===== config.mk =====
export PLATFORM = sky130hd
export DESIGN_NAME = stage3_execute
export DESIGN_NICKNAME = d
export VERILOG_FILES = /design/src/rtl/stage3_pkg.sv /design/src/rtl/stage3_int_alu.sv /design/src/rtl/stage3_execute.sv
export SDC_FILE = /design/constraint.sdc
export NUM_CORES = 2
export LEC_CHECK = 0
export ABC_AREA = 0
export ABC_CLOCK_PERIOD_IN_PS = 20200
export CORE_MARGIN = 3
export CORE_UTILIZATION = 54
export DETAILED_ROUTE_END_ITERATION = 6
export GPL_ROUTABILITY_DRIVEN = 0
export PLACE_DENSITY = 0.79
export RECOVER_POWER = 25
export SYNTH_ARGS = -nofsm -noshare
export SYNTH_HDL_FRONTEND = slang
export SYNTH_SLANG_ARGS = --single-unit

===== constraint.sdc =====
create_clock -name clk -period 20.2 [get_ports clk]
set_input_delay 4.04 -clock clk [delete_from_list [all_inputs] [get_ports clk]]
set_output_delay 4.04 -clock clk [all_outputs]
set_load 0.01 [all_outputs]

===== src/rtl/stage3_pkg.sv =====
// Shared definitions for the MIPS execute stage: widths, ALU function codes,
// and the EX/MEM pipeline register payload.
package stage3_pkg;

  localparam int unsigned DATA_W     = 32;
  localparam int unsigned IMM_W      = 16;
  localparam int unsigned REG_ADDR_W = 5;
  localparam int unsigned SP_W       = 8;
  localparam int unsigned OPCODE_W   = 6;
  localparam int unsigned FN_W       = 5;
  localparam int unsigned IMM_BIT    = 5;

  typedef logic [FN_W-1:0] alu_fn_t;

  localparam alu_fn_t FN_ADD = 5'b00100;
  localparam alu_fn_t FN_SUB = 5'b00101;
  localparam alu_fn_t FN_MUL = 5'b00110;
  localparam alu_fn_t FN_DIV = 5'b00111;
  localparam alu_fn_t FN_AND = 5'b01000;
  localparam alu_fn_t FN_OR  = 5'b01001;
  localparam alu_fn_t FN_NOR = 5'b01010;
  localparam alu_fn_t FN_XOR = 5'b01011;
  localparam alu_fn_t FN_SLL = 5'b11000;
  localparam alu_fn_t FN_SRL = 5'b11001;
  localparam alu_fn_t FN_SLA = 5'b11010;
  localparam alu_fn_t FN_SRA = 5'b11011;

  // EX/MEM pipeline register contents
  typedef struct packed {
    logic [DATA_W-1:0]     result;
    logic                  br_ex;
    logic [DATA_W-1:0]     data1;
    logic [IMM_W-1:0]      imm;
    logic [SP_W-1:0]       sp_data;
    logic [REG_ADDR_W-1:0] addr_write_reg;
    logic                  memory_read;
    logic                  memory_write;
    logic                  reg_write_en;
    logic                  wb_mux_sel;
    logic                  call_flag;
    logic                  ret_flag;
    logic                  jmp_flag;
  } ex_mem_t;

endpackage


===== src/rtl/stage3_int_alu.sv =====
// Combinational integer ALU. Output is forced to zero when not enabled.
// Optional signed divider is built only when DIV_UNIT_EN is defined.
module stage3_int_alu
  import stage3_pkg::*;
(
  input  logic [DATA_W-1:0] a,
  input  logic [DATA_W-1:0] b,
  input  alu_fn_t           fn,
  input  logic              en,
  output logic [DATA_W-1:0] result
);

  logic [DATA_W-1:0] div_q;

`ifdef DIV_UNIT_EN
  // Signed quotient with defined results for divide-by-zero and the overflow case
  always_comb begin
    div_q = '0;
    if (b == '0) begin
      div_q = '1;
    end else if ((a == {1'b1, {(DATA_W-1){1'b0}}}) && (b == '1)) begin
      div_q = a;
    end else begin
      div_q = DATA_W'($signed(a) / $signed(b));
    end
  end
`else
  assign div_q = '0;
`endif

  // Function decode; low product bits are identical for signed and unsigned multiply
  always_comb begin
    result = '0;
    if (en) begin
      case (fn)
        FN_ADD:          result = a + b;
        FN_SUB:          result = a - b;
        FN_MUL:          result = DATA_W'(a * b);
        FN_DIV:          result = div_q;
        FN_AND:          result = a & b;
        FN_OR:           result = a | b;
        FN_NOR:          result = ~(a | b);
        FN_XOR:          result = a ^ b;
        FN_SLL, FN_SLA:  result = a << b[4:0];
        FN_SRL:          result = a >> b[4:0];
        FN_SRA:          result = DATA_W'($signed(a) >>> b[4:0]);
        default:         result = '0;
      endcase
    end
  end

endmodule


===== src/rtl/stage3_execute.sv =====
// MIPS execute stage: operand-B select, integer ALU, branch compare and
// EX/MEM pipeline register. Optional divider: define DIV_UNIT_EN.
module stage3_execute
  import stage3_pkg::*;
(
  input  logic                  clk,
  input  logic                  reset,
  input  logic [OPCODE_W-1:0]   ALU_Op_Code,
  input  logic                  ALU_src,
  input  logic                  En_Integer,
  input  logic                  En_Float,
  input  logic [DATA_W-1:0]     data1_in,
  input  logic [DATA_W-1:0]     data2_in,
  input  logic [IMM_W-1:0]      imm_in,
  input  logic [SP_W-1:0]       SP_Data,
  input  logic [REG_ADDR_W-1:0] Addr_Write_Reg_in,
  input  logic                  Memory_Read_in,
  input  logic                  Memory_Write_in,
  input  logic                  Reg_Write_En_in,
  input  logic                  WB_Mux_sel_in,
  input  logic                  CALL_flag_in,
  input  logic                  RET_flag_in,
  input  logic                  JMP_flag_in,
  input  logic                  BR_flag_in,
  output logic [DATA_W-1:0]     Result_out,
  output logic [DATA_W-1:0]     Result_out_no_Pipeline,
  output logic                  BR_Ex_out,
  output logic [DATA_W-1:0]     data1_out,
  output logic [IMM_W-1:0]      imm_out,
  output logic [SP_W-1:0]       SP_Data_out,
  output logic [REG_ADDR_W-1:0] Addr_Write_Reg_out,
  output logic                  Memory_Read_out,
  output logic                  Memory_Write_out,
  output logic                  Reg_Write_En_out,
  output logic                  WB_Mux_sel_out,
  output logic                  CALL_flag_out,
  output logic                  RET_flag_out,
  output logic                  JMP_flag_out
);

  logic [DATA_W-1:0] operand_b;
  logic [DATA_W-1:0] alu_result;
  alu_fn_t           fn;
  ex_mem_t           ex_mem_d;
  ex_mem_t           ex_mem_q;
  logic              unused_ok;

  // Immediate form only selects the operand source; float has no unit here
  assign unused_ok = ^{En_Float, ALU_Op_Code[IMM_BIT]};
  assign fn        = ALU_Op_Code[FN_W-1:0];
  assign operand_b = ALU_src ? {imm_in, {(DATA_W-IMM_W){1'b0}}} : data2_in;

  stage3_int_alu u_int_alu (
    .a      (data1_in),
    .b      (operand_b),
    .fn     (fn),
    .en     (En_Integer),
    .result (alu_result)
  );

  assign Result_out_no_Pipeline = alu_result;

  // Assemble next EX/MEM contents
  always_comb begin
    ex_mem_d                = '0;
    ex_mem_d.result         = alu_result;
    ex_mem_d.br_ex          = BR_flag_in & (data1_in == data2_in);
    ex_mem_d.data1          = data1_in;
    ex_mem_d.imm            = imm_in;
    ex_mem_d.sp_data        = SP_Data;
    ex_mem_d.addr_write_reg = Addr_Write_Reg_in;
    ex_mem_d.memory_read    = Memory_Read_in;
    ex_mem_d.memory_write   = Memory_Write_in;
    ex_mem_d.reg_write_en   = Reg_Write_En_in;
    ex_mem_d.wb_mux_sel     = WB_Mux_sel_in;
    ex_mem_d.call_flag      = CALL_flag_in;
    ex_mem_d.ret_flag       = RET_flag_in;
    ex_mem_d.jmp_flag       = JMP_flag_in;
  end

  // EX/MEM pipeline register, updates every cycle
  always_ff @(posedge clk or negedge reset) begin
    if (!reset) begin
      ex_mem_q <= '0;
    end else begin
      ex_mem_q <= ex_mem_d;
    end
  end

  assign Result_out         = ex_mem_q.result;
  assign BR_Ex_out          = ex_mem_q.br_ex;
  assign data1_out          = ex_mem_q.data1;
  assign imm_out            = ex_mem_q.imm;
  assign SP_Data_out        = ex_mem_q.sp_data;
  assign Addr_Write_Reg_out = ex_mem_q.addr_write_reg;
  assign Memory_Read_out    = ex_mem_q.memory_read;
  assign Memory_Write_out   = ex_mem_q.memory_write;
  assign Reg_Write_En_out   = ex_mem_q.reg_write_en;
  assign WB_Mux_sel_out     = ex_mem_q.wb_mux_sel;
  assign CALL_flag_out      = ex_mem_q.call_flag;
  assign RET_flag_out       = ex_mem_q.ret_flag;
  assign JMP_flag_out       = ex_mem_q.jmp_flag;

endmodule


==> results.sh <==
export IMPL_outcome="finished with violations"
export IMPL_violations="DRC, capacitance limit, slew limit"
export IMPL_overflow=0
export IMPL_fin_nets=4049
export IMPL_areaGrowthSynthToFinish_pct=11.5
export IMPL_fmax_mhz=54.1
export IMPL_p_per_area_nw_per_um2=172
export IMPL_port_buffers=242
export IMPL_start_kind="input pin"
export IMPL_io_pins=245
export IMPL_ctsResizeCount=0
export IMPL_path_buf_inv=8
export IMPL_grt_max_degree=97
export IMPL_power_frac_seq=0.042
export IMPL_slew_headroom=-0.277
export IMPL_leakage_nw=14.1
export IMPL_wl_um=101000
export IMPL_synth_avg_cell_area_um2=8.29
export IMPL_coreArea_um2=48200
export IMPL_clkPwrFrac=0.038
export IMPL_period_needed_ns=18.47
export IMPL_intPower_mw=2.16
export IMPL_mostFrequentLayoutCells="nor2_1, inv_1, fa_1"
export IMPL_cpMostUsedCell="fa_1"
export IMPL_synthCells=3211
export IMPL_start_util=0.552
export IMPL_crit_family="adder cells"
export IMPL_cp_end_kind="output pin"
export IMPL_maxCapViolCount=1
export IMPL_clk_pin_slew_worst_paths_ns=0.08
export IMPL_startpoint="data1_in[12]"
export IMPL_path_max_fanout=16
export IMPL_synth_net_count=3952
export IMPL_fin_crit_sh=0.914
export IMPL_grt_pass1_vias=25199
export IMPL_ys_types=80
export IMPL_hold_violations=0
export IMPL_cts_hold_buffers=0
export IMPL_critPathSlowestCell="o41ai_1"
export IMPL_placedCellCount=3953
export IMPL_routedWlPerCell_um=25.5
export IMPL_tightest_slew_ns=1.92
export IMPL_min_path_type="input pin to asynchronous set/reset pin"
export IMPL_ant_nets=0
export IMPL_drt_iter0_markers=4078
export IMPL_cts_buffers=9
export IMPL_drt_drc_violations_left=212
export IMPL_grt_pass1_wl_um=153000
export IMPL_vdd_drop_max_uv=573
export IMPL_slowest_delay_ns=0.90
export IMPL_dp_hpwl_um=75000
export IMPL_vias=25445
export IMPL_synth_seq_cells=101
export IMPL_cts_root_buf="clkbuf_16"
export IMPL_die_w_um=228
export IMPL_setup_tns_ns=0
export IMPL_die_y_um=228
export IMPL_cts_max_level=3
export IMPL_synth_edf_count=0
export IMPL_placementRows=80
export IMPL_ys_flop_type="dfrtp_1"
export IMPL_seq_area_frac_synth=0.0949
export IMPL_combPwrFrac=0.920
export IMPL_layout_commonest_cell="nor2_1"
export IMPL_drive_above_1_share=0.0447
export IMPL_power_switching_mw=2.96
export IMPL_antenna_found_initial=1
export IMPL_ys_warn_count=0
export IMPL_cts_tree="built"
export IMPL_switching_share=0.579
export IMPL_cts_sinks=101
export IMPL_grt_util_all_layers=0.386
export IMPL_fillCellCount=4198
export IMPL_dieArea_um2=52000
export IMPL_avgViaCountPerCell=6.40
export IMPL_slew_viol_final=38
export IMPL_syn_cell_area_um2=26600
export IMPL_grt_setup_unrepaired="false"
export IMPL_final_cell_count_no_fill=3973
export IMPL_setup_viol=0
export IMPL_clock_tree_buffer_depth=2
export IMPL_worstPathArrival_ns=14.43
export IMPL_critPathKind="input pin to output pin"
export IMPL_required_ns=16.16
export IMPL_cts_setup_buffers=0
export IMPL_firstDrtPassIters=7
export IMPL_synthArstFlopShare=1.00
-- cells in the mapped netlist, drive strengths merged, types with 10 or more instances --
library cell,instances,area [um2]
a211oi,21,158
a21o,19,143
a21oi,135,676
a221oi,13,114
a31oi,31,194
buf,100,567
clkbuf,132,495
clkinv,11,41.3
dfrtp,101,2530
fa,409,8190
ha,220,2750
inv,445,1670
mux2i,117,1260
mux4,10,225
nand2,347,1300
nand2b,16,100
nand3,25,125
nand4,14,87.6
nor2,468,1760
nor2b,24,150
nor3,25,148
nor4,10,68.8
o211ai,41,308
o21ai,142,714
o21bai,10,75.1
o22ai,18,113
or3,17,116
xnor2,136,1200
xor2,29,254
-- state kept, by name, summed over array words and instances (netlist names) --
register            count
Addr_Write_Reg_out      5
BR_Ex_out               1
CALL_flag_out           1
JMP_flag_out            1
Memory_Read_out         1
Memory_Write_out        1
RET_flag_out            1
Reg_Write_En_out        1
Result_out             32
SP_Data_out             8
WB_Mux_sel_out          1
data1_out              32
imm_out                16
-- routing by layer --
metal	track usage	wire length [um]	vias up	share of wire
li1	-	-	10496	-
met1	0.472	34300	12092	0.34
met2	0.556	41500	2166	0.41
met3	0.159	16100	687	0.16
met4	0.261	9420	4	0.093
met5	0.0193	141	-	0.0014
-- cells by family after synthesis --
group | synth area share
simple gates | 0.154
buf+inv | 0.104
fa+ha+maj | 0.411
compound gates | 0.121
xor+xnor | 0.0579
mux | 0.0572
flops | 0.0949
-- cell type report --
class	count	area, um2	area share
multi-input cells	2422	21400	0.719
repair buffers	318	2940	0.0990
flip-flops and latches	101	2530	0.0851
inverters	456	1710	0.0576
well taps	656	821	0.0276
clock buffers	9	225	0.00758
clock inverters	7	97.6	0.00329
diodes	4	10.0	0.000337
-- power by group through the flow --
stage	clock, mW	sequential, mW	combinational (mW)
floorplan	0	0.226	3.09
finish	0.192	0.216	4.71
global placement	0	0.219	4.32
detailed placement	0	0.220	4.44
global route	0.203	0.217	4.94
CTS	0.194	0.216	4.46
-- stage by stage --
step / util / instance area (um2) / hold slack, ns / power [mW] / setup slack, ns
final: 0.616 / 29700 / 4.18 / 5.12 / 1.73
after detailed placement: 0.609 / 29400 / 4.02 / 4.66 / 2.56
after floorplan: - / 26600 / 3.74 / 3.32 / 4.21
after CTS: 0.616 / 29700 / 3.61 / 4.87 / 2.55
after global placement: 0.609 / 29400 / 4.02 / 4.54 / 2.64
after global routing: 0.615 / 29700 / 4.20 / 5.36 / 1.71
-- worst paths after layout --
check | depth (start not counted) | endpoint
min in group clk | 1 | Addr_Write_Reg_out[3]
hold / removal | 1 | WB_Mux_sel_out
setup / recovery | 28 | Result_out_no_Pipeline[31]
max in group asynchronous | 2 | Result_out[9]
No activity file was read; power rests on OpenSTA's default activity.
